### src/rtl/mux4_sel_sequencer.sv
// Serializer feeding a 4:1 gate-level mux: holds a loaded word on the mux inputs and
// walks the select lines, streaming the mux output (plus optional parity) downstream.
module mux4_sel_sequencer #(
    parameter bit DESCEND = 1'b0,
    parameter bit PARITY  = 1'b0
) (
    input  logic       clk,
    input  logic       rst_n,
    input  logic       load_valid,
    input  logic [0:3] load_data,
    output logic       load_ready,
    output logic [0:3] mux_in,
    output logic [0:1] sel,
    input  logic       mux_out,
    output logic       ser_bit,
    output logic       ser_valid,
    output logic       ser_last,
    input  logic       ser_ready,
    output logic       busy,
    output logic [7:0] frame_cnt
);

    typedef enum logic [1:0] {
        IDLE = 2'd0,
        DATA = 2'd1,
        PAR  = 2'd2
    } state_e;

    state_e     state_q, state_d;
    logic [1:0] beat_q, beat_d;
    logic [0:1] sel_q, sel_d;
    logic [0:3] word_q, word_d;
    logic [7:0] frame_cnt_q, frame_cnt_d;

    logic beat_fire;
    logic frame_done;
    logic accept;

    function automatic logic [1:0] beat_to_sel(input logic [1:0] beat);
        return DESCEND ? ~beat : beat;
    endfunction

    function automatic logic even_parity(input logic [0:3] word);
        return ^word;
    endfunction

    always_comb begin
        ser_valid  = (state_q != IDLE);
        busy       = (state_q != IDLE);
        ser_last   = (state_q == PAR) ||
                     ((state_q == DATA) && (beat_q == 2'd3) && !PARITY);
        // Parity beat bypasses the mux; data beats pass the mux output straight through.
        ser_bit    = (state_q == PAR) ? even_parity(word_q) : mux_out;
        load_ready = (state_q == IDLE) || (ser_last && ser_ready);
        beat_fire  = ser_valid && ser_ready;
        frame_done = ser_last && beat_fire;
        accept     = load_valid && load_ready;
    end

    always_comb begin
        state_d     = state_q;
        beat_d      = beat_q;
        word_d      = word_q;
        frame_cnt_d = frame_cnt_q;

        case (state_q)
            IDLE: begin
                if (accept) begin
                    word_d  = load_data;
                    beat_d  = 2'd0;
                    state_d = DATA;
                end
            end
            DATA: begin
                if (beat_fire) begin
                    if (beat_q == 2'd3) begin
                        if (PARITY) begin
                            state_d = PAR;
                        end
                    end else begin
                        beat_d = beat_q + 2'd1;
                    end
                end
            end
            PAR: begin
                state_d = PAR;
            end
            default: begin
                state_d = IDLE;
            end
        endcase

        // Frame end: count it, then either chain straight into the next word or go idle.
        if (frame_done) begin
            frame_cnt_d = frame_cnt_q + 8'd1;
            beat_d      = 2'd0;
            if (accept) begin
                word_d  = load_data;
                state_d = DATA;
            end else begin
                state_d = IDLE;
            end
        end

        sel_d = beat_to_sel(beat_d);
    end

    always_ff @(posedge clk or negedge rst_n) begin
        if (!rst_n) begin
            state_q     <= IDLE;
            beat_q      <= 2'd0;
            sel_q       <= beat_to_sel(2'd0);
            word_q      <= 4'b0000;
            frame_cnt_q <= 8'd0;
        end else begin
            state_q     <= state_d;
            beat_q      <= beat_d;
            sel_q       <= sel_d;
            word_q      <= word_d;
            frame_cnt_q <= frame_cnt_d;
        end
    end

    assign mux_in    = word_q;
    assign sel       = sel_q;
    assign frame_cnt = frame_cnt_q;

endmodule

### config.mk
export PLATFORM = sky130hd
export DESIGN_NAME = mux4_sel_sequencer
export DESIGN_NICKNAME = d
export VERILOG_FILES = /design/src/rtl/mux4_sel_sequencer.sv
export SDC_FILE = /design/constraint.sdc
export NUM_CORES = 1
export LEC_CHECK = 0
export ABC_AREA = 0
export BUFFER_PORTS_ARGS = -buffer_cell sky130_fd_sc_hd__buf_2
export CAP_MARGIN = 20
export CORE_UTILIZATION = 48
export CTS_CLUSTER_DIAMETER = 200
export DETAILED_ROUTE_END_ITERATION = 8
export PLACE_DENSITY_LB_ADDON = 0.05
export SYNTH_ARGS = -nofsm -noshare
export SYNTH_HDL_FRONTEND = slang
export SYNTH_SLANG_ARGS = --single-unit
### constraint.sdc
create_clock -name clk -period 1.6 [get_ports clk]
set_input_delay 0.08 -clock clk [delete_from_list [all_inputs] [get_ports clk]]
set_output_delay 0.08 -clock clk [all_outputs]
set_load 0.05 [all_outputs]
# Yosys cells after proc, flatten, opt, wreduce, memory -nomap -nowiden

Cells that the tools add are included.

Add/subtract/negate cells: 2
Equal/unequal tests: 7
Mux-type cells: 14
Reductions and logical operators: 13

Operator list:

| operator                                      | count |
|---|---|
| two-way mux 4 bit                             | 4 |
| two-way mux 2 bit                             | 6 |
| != test 3 bit, second input constant          | 3 |
| adder 8 x 1 -> 8 bit, second input constant   | 1 |
| case mux 2 bit (3 select lines)               | 1 |
| logical AND 1 bit                             | 5 |
| == test 2 bit, second input constant          | 2 |
| case mux 2 bit (2 select lines)               | 1 |
| AND reduction 4 bit                           | 1 |
| parity 4 bit                                  | 1 |
| nonzero test 3 bit                            | 1 |
| adder 2 x 1 -> 2 bit, second input constant   | 1 |
| == test 2 x 1 -> 1 bit, second input constant | 1 |
| logical NOT 2 bit                             | 1 |
| logical OR 1 bit                              | 2 |
| two-way mux 1 bit                             | 2 |
| != test 2 bit, second input constant          | 1 |
| AND reduction 2 bit                           | 1 |
| nonzero test 2 bit                            | 1 |

Flip-flop bits (word level): 16
Input port bits: 9
Output and inout port bits: 19
Logic and storage cells: 40

# Longest topological paths before layout

Gate-level depths: netlist of the first run.

Depth in word-level cells: 10
Depth in mapped cells: 5

# Least setup slack after synthesis of the first run

Ideal clock, no wire load.

Kind: register -> register
Start: register, netlist name sel[1]
End: register word_q, in the netlist mux_in[0]
Setup time: 0.125 ns
Arrival time: 2.009 ns
Data required time: 1.475 ns
Slack: -0.534 ns
Cell stages (with the launch flop): 6
Path buffers: 0
Period minus slack after synthesis: 2.134 ns
Path through: dfrtp_1 -> ha_1 -> a21boi_2 -> o21ai_2 -> nand2_2 -> mux2_2

RTL lines:

| what                   | RTL line | RTL |
|---|---|---|
| end signal: assignment | 119      | `word_q <= word_d;` |
| end: declaration       | 32       | `logic [0:3] word_q, word_d;` |

# Worst setup path after layout of the first run

Start: register state_q[0]
End: output load_ready

Word-level cells in the longest chain between the ends: 5
Elaborated cells between the ends (all ways): 7
Those cells by class: eq/ne (2); reduce/logical (5)

RTL lines:

| what                     | RTL line | RTL |
|---|---|---|
| start: declaration       | 29       | `state_e state_q, state_d;` |
| start signal: assignment | 116      | `state_q <= state_d;` |
| == test 2 x 1 -> 1 bit   | 51       | `((state_q == DATA) && (beat_q == 2'd3) && !PARITY);` |
| logical AND 1 bit        | 51       |  |
| logical OR 1 bit         | 50       | `ser_last = (state_q == PAR) \|\|` |
| logical AND 1 bit        | 54       | `load_ready = (state_q == IDLE) \|\| (ser_last && ser_ready);` |
| logical OR 1 bit (*)     | 54       |  |
| end: declaration         | 11       | `output logic load_ready,` |

Every way passes the cells marked *; elsewhere a longest branch is shown, timed or not.

==> out/qor.yml, run 1 <==
htreeDepth: 1
reg2reg_setup_slack_ps: 90
clock_path_buffers: 2
antenna_left: 0
synth_area_leaders: "dfrtp_1, xnor2_1, mux2_2"
r2r-start: "state_q[0]"
hold_viol: 0
syn_nets: 77
pwr_density_cell_nw_per_um2: 2120
grt_usage_pct: 17.9
place_ws_ps: 125
finalNonFillerCells: 115
whs_path_depth: 2
antenna_cells: 0
slew_headroom_pct: 76.7
syn_area_um2: 816
power.total_uw: 2230
yosys.area.top_type: "dfrtp_1"
start_kind: "flop"
viasPerCell: 5.29
fp-row-count: 14
ys_warn_count: 0
gp_congestion: 0.743
cp.required_ps: 1520
cts_tree: "yes"
area.growth.synth_to_final_pct: 29.1
worstRegToRegCells: 3
finalCriticalPeriod_ps: 1520
drt_iter0_drc: 7
dr_total_vias: 608
fmax_ghz: 0.657
initial_core_util_pct: 52.9
postSynthAreaPerCell_um2: 12.4
ir_drop_mv: 1.24
pin_count: 28
ys_types: 29
core_region_area_um2: 1540
setup_tns_ps: 0
hold_path.class: "primary input to flop"
endpoint_kind: "output port"
setup_viol: 0
grt_pass1_vias: 587
portBuffers: 27
cts-buffers-inserted: 3
finalCritPeriodShare_pct: 95.1
fin_nets: 111
cts_resized: 0
setup.worst_path.class: "flop to output port"
die-area_um2: 1870
crit_arrival_ps: 1440
slowest_delay_ps: 490
grt_setup_unrepaired: "false"
dp_cells: 109
cts.sinks: 16
cts-root-buf: "clkbuf_4"
final_max_slew_viol_count: 0
antenna_found_initial: 0
synth-seq-cells: 16
fin_skew_ps: 13.6
crit_fanout: 8
max_cap_violations: 0
n_fill_cell: 136
yosysSeqAreaShare_pct: 49.1
dr.pass1.iters: 3
clk_latency_ps: 290
grt_pass1_wl_um: 2440
drt_wl_total_um: 1370
cp_cell_sequence: "a21boi_2 -> o21ai_4 -> buf_2"
hpwl_um: 1050
die_h_um: 43.2
outcome: "completed"
post_drt_wl_per_cell_um: 11.9
tightest_slew_ps: 349
worstReg2RegEnd: "sel[0]"
grt_max_degree: 17
netlist_instances: 66
slowest_stage: "dfrtp_1"
min_to: "mux_in[1]"
total_leakage_power_uw: 0.000514
hold_start: "load_data[1]"
drive_above_1_share_pct: 49.5
die_w_um: 43.2
postCtsHoldBufs: 2
yosys.area.top_type_share_pct: 49.1
drc_errors: 0
overflow: 0
postCtsSetupRepairBufs: 0
setup_ws_ps: 79.0
clk_pin_slew_ps: 100
## flip-flops by register name (all words and copies together) (netlist names)
| signal | count |
|---|---|
| mux_in | 4 |
| frame_cnt | 8 |
| state_q | 2 |
| sel | 2 |
## Yosys cell counts (all sizes together)
master	instances
a211oi	1
a21boi	2
a21oi	2
and2	1
and3	2
and4	1
buf	1
dfrtp	16
ha	2
mux2	7
nand2	4
nand2b	2
nand3	3
nand3b	1
nand4	2
nor2	2
nor2b	1
nor3	1
nor3b	1
o21ai	2
or2	1
or2b	1
xnor2	9
xor2	1
## worst max-delay path, delay by kind of cell, from the launching register on
| kind | cells | cell delay (ps) |
|---|---|---|
| buf+inv | 1 | 280 |
| compound gates | 2 | 370 |
| flops | 1 | 490 |
## final cells by class
class | count | area, um2 | share of cell area (%)
clock buffers | 4 | 36.3 | 3.44
multi-input cells | 49 | 432 | 41.0
repair buffers | 30 | 163 | 15.4
well taps | 16 | 20.0 | 1.90
flip-flops and latches | 16 | 403 | 38.2
## cells by family (layout without fill, tap and decap cells)
logic type | Yosys count | after routing | share of synthesized area (%)
simple gates | 23 | 23 | 19.0
flops | 16 | 16 | 49.1
xor+xnor | 10 | 10 | 10.7
compound gates | 7 | 7 | 7.52
mux | 7 | 7 | 9.66
fa+ha+maj | 2 | 2 | 3.07
buf+inv | 1 | 34 | 0.921
## power by group
part | internal, uW | switching [uW]
registers | 546 | 145
logic | 424 | 850
clock network | 138 | 130
total | 1110 | 1130
## layout by cell type, fill, tap and decap left out, types with 2 or more instances in the layout
cell           count
dfrtp_1           14
clkbuf_4           3
nand2_1            3
nand4_1            2
a21oi_1            2
mux2_1             2
dlygate4sd3_1      2
dfrtp_2            2
and3_1             2
buf_2             27
xnor2_1            9
mux2_2             5
nor2_1             2
nand3_1            3
## layer usage
metal / track usage [%] / part of all wire, % / up-vias
li1: - / - / 297
met1: 23.1 / 46 / 288
met2: 27.8 / 47 / 21
met3: 2.98 / 5.4 / 2
met4: 10.9 / 1.2 / 0
met5: 0 / 0 / -
## per-stage QoR
step                      hold slack (ps)  area, um2  util [%]
after CTS                            13.7       1050      68.3
final                                14.5       1050      68.3
after detailed placement             10.4        997      64.7
after global placement               5.93        997      64.7
after floorplan                      -216        842         -
after global routing                 13.0       1050      68.3
## worst max path at each step
| stage | from | endpoint |
|---|---|---|
| after floorplan | sel[1] | mux_in[0] |
| after global routing | state_q[0] | sel[0] |
| after detailed placement | sel[1] | mux_in[2] |
| final | state_q[0] | load_ready |
| after global placement | state_q[0] | sel[1] |
| after CTS | state_q[0] | load_ready |
(Power assumes the default switching activity.)
==> run 2, diff against run 1 <==
Settings changed: CORE_MARGIN from default to 2.
==> out/qor.yml, run 2 (synthesized netlist as in run 1, its figures left out) <==
die-area_um2: 2050
antenna_found_initial: 0
seq_power_share_pct: 30.9
tightest_slew_ps: 357
max_cap_violations: 0
postCtsSetupRepairBufs: 0
gp_congestion: 0.750
dr.pass1.iters: 4
cts-buffers-inserted: 3
antenna_cells: 0
largest_reg_flops: 8
p_comb_share_pct: 57.0
setup.worst_path.class: "flop to output port"
hold_path.class: "primary input to flop"
fin_skew_ps: 2.02
total_leakage_power_uw: 0.000510
clockPowerShare_pct: 12.1
viasPerCell: 5.26
die_h_um: 45.2
portBuffers: 27
crit_fanout: 4
hpwl_um: 1110
grt_usage_pct: 18.0
multi_input_area_um2: 435
grt_setup_unrepaired: "false"
p_int_uw: 1110
drc_errors: 0
clk_latency_ps: 290
cts_tree: "yes"
overflow: 0
crit_arrival_ps: 1450
drt_wl_total_um: 1450
fin_area_um2: 1050
finalCriticalPeriod_ps: 1530
die_w_um: 45.2
core_region_area_um2: 1540
fp-row-count: 14
setup_tns_ps: 0
area.growth.synth_to_final_pct: 28.7
layout_common_cells: "buf_2, dfrtp_1, xnor2_1, mux2_2, clkbuf_4"
cts.sinks: 16
grt_pass1_vias: 567
setup_viol: 0
grt_pass1_wl_um: 2510
final_common_cell: "buf_2"
switching_share_pct: 50.6
ir_drop_mv: 1.13
grt_max_degree: 17
pwr_density_cell_nw_per_um2: 2140
antenna_left: 0
clock_path_buffers: 2
dr_total_vias: 600
final_max_slew_viol_count: 0
drive_above_1_share_pct: 51.0
cp.required_ps: 1520
start_kind: "flop"
p_sw_uw: 1130
initial_core_util_pct: 52.9
fmax_ghz: 0.656
hold_viol: 0
fin_nets: 110
outcome: "completed"
place_area_um2: 997
finalCritPeriodShare_pct: 95.3
seqCellArea_um2: 403
endpoint_kind: "output port"
clk_pin_slew_ps: 90
htreeDepth: 1
n_fill_cell: 116
pin_count: 28
post_drt_wl_per_cell_um: 12.7
slew_headroom_pct: 76.2
cts-root-buf: "clkbuf_4"
drt_iter0_drc: 2
[run 2: cell count changes in the layout (fill, tap and decap cells not counted), sizes merged]
cell and delta:
buf -1, clkbuf +1, dlygate4sd3 -1
[run 2: stage by stage]
step,hold slack (ps),util (%),cells,worst slack [ps],power (uW)
floorplan,-216,-,66,-129,1720
global placement,6.05,64.7,109,154,1960
detailed placement,12.0,64.7,109,89.9,1980
CTS,7.66,67.7,114,49.1,2260
global route,17.8,68.1,114,1.20,2380
finish,14.5,68.1,114,74.9,2240
[run 2: worst max-delay path: stages, from the launching register on]
cell and delay, ps:
dfrtp_2 440, ha_4 190, a21boi_2 220, o21ai_4 90, clkbuf_4 220
[run 2: layout make-up]
| cell class | count | share of cell area (%) |
|---|---|---|
| sequential | 16 | 38.4 |
| tap | 16 | 1.91 |
| multi-input combinational | 49 | 41.5 |
| clock buffer | 4 | 3.46 |
| timing repair buffer | 29 | 14.8 |
[run 2: power groups by stage]
| stage | sequential [uW] | combinational, uW | clock (uW) |
|---|---|---|---|
| floorplan | 1150 | 578 | 0 |
| global placement | 696 | 1270 | 0 |
| detailed placement | 702 | 1280 | 0 |
| CTS | 696 | 1280 | 279 |
| global route | 723 | 1360 | 292 |
| finish | 692 | 1280 | 271 |
[run 2: final timing paths]
| path | start | to | slack, ps | cells past startpoint |
|---|---|---|---|---|
| setup / recovery | sel[1] | load_ready | 70 | 4 |
| min in group asynchronous | rst_n | state_q[0] | 230 | 2 |
| max in group asynchronous | rst_n | sel[0] | 1090 | 2 |
| hold / removal | ser_ready | state_q[1] | 10 | 2 |
| setup reg to reg | sel[1] | mux_in[2] | 100 | 5 |
| hold reg to reg | frame_cnt[7] | frame_cnt[7] | 480 | 1 |
[run 2: repair_timing]
item | 4_1_cts | 5_1_grt
hold buffers | 1 | 0
gates resized for setup | 0 | 2
hold endpoints to repair | 16 | 0
setup endpoints to repair | 0 | 2
[run 2: layer usage]
metal  routed length, um  GRT usage, %  vias to the layer above
met4                  27          10.6                        0
met5                   0             0                        -
met1                 664          24.0                      280
li1                    -             -                      296
met3                  86          3.60                        4
met2                 673          27.1                       20
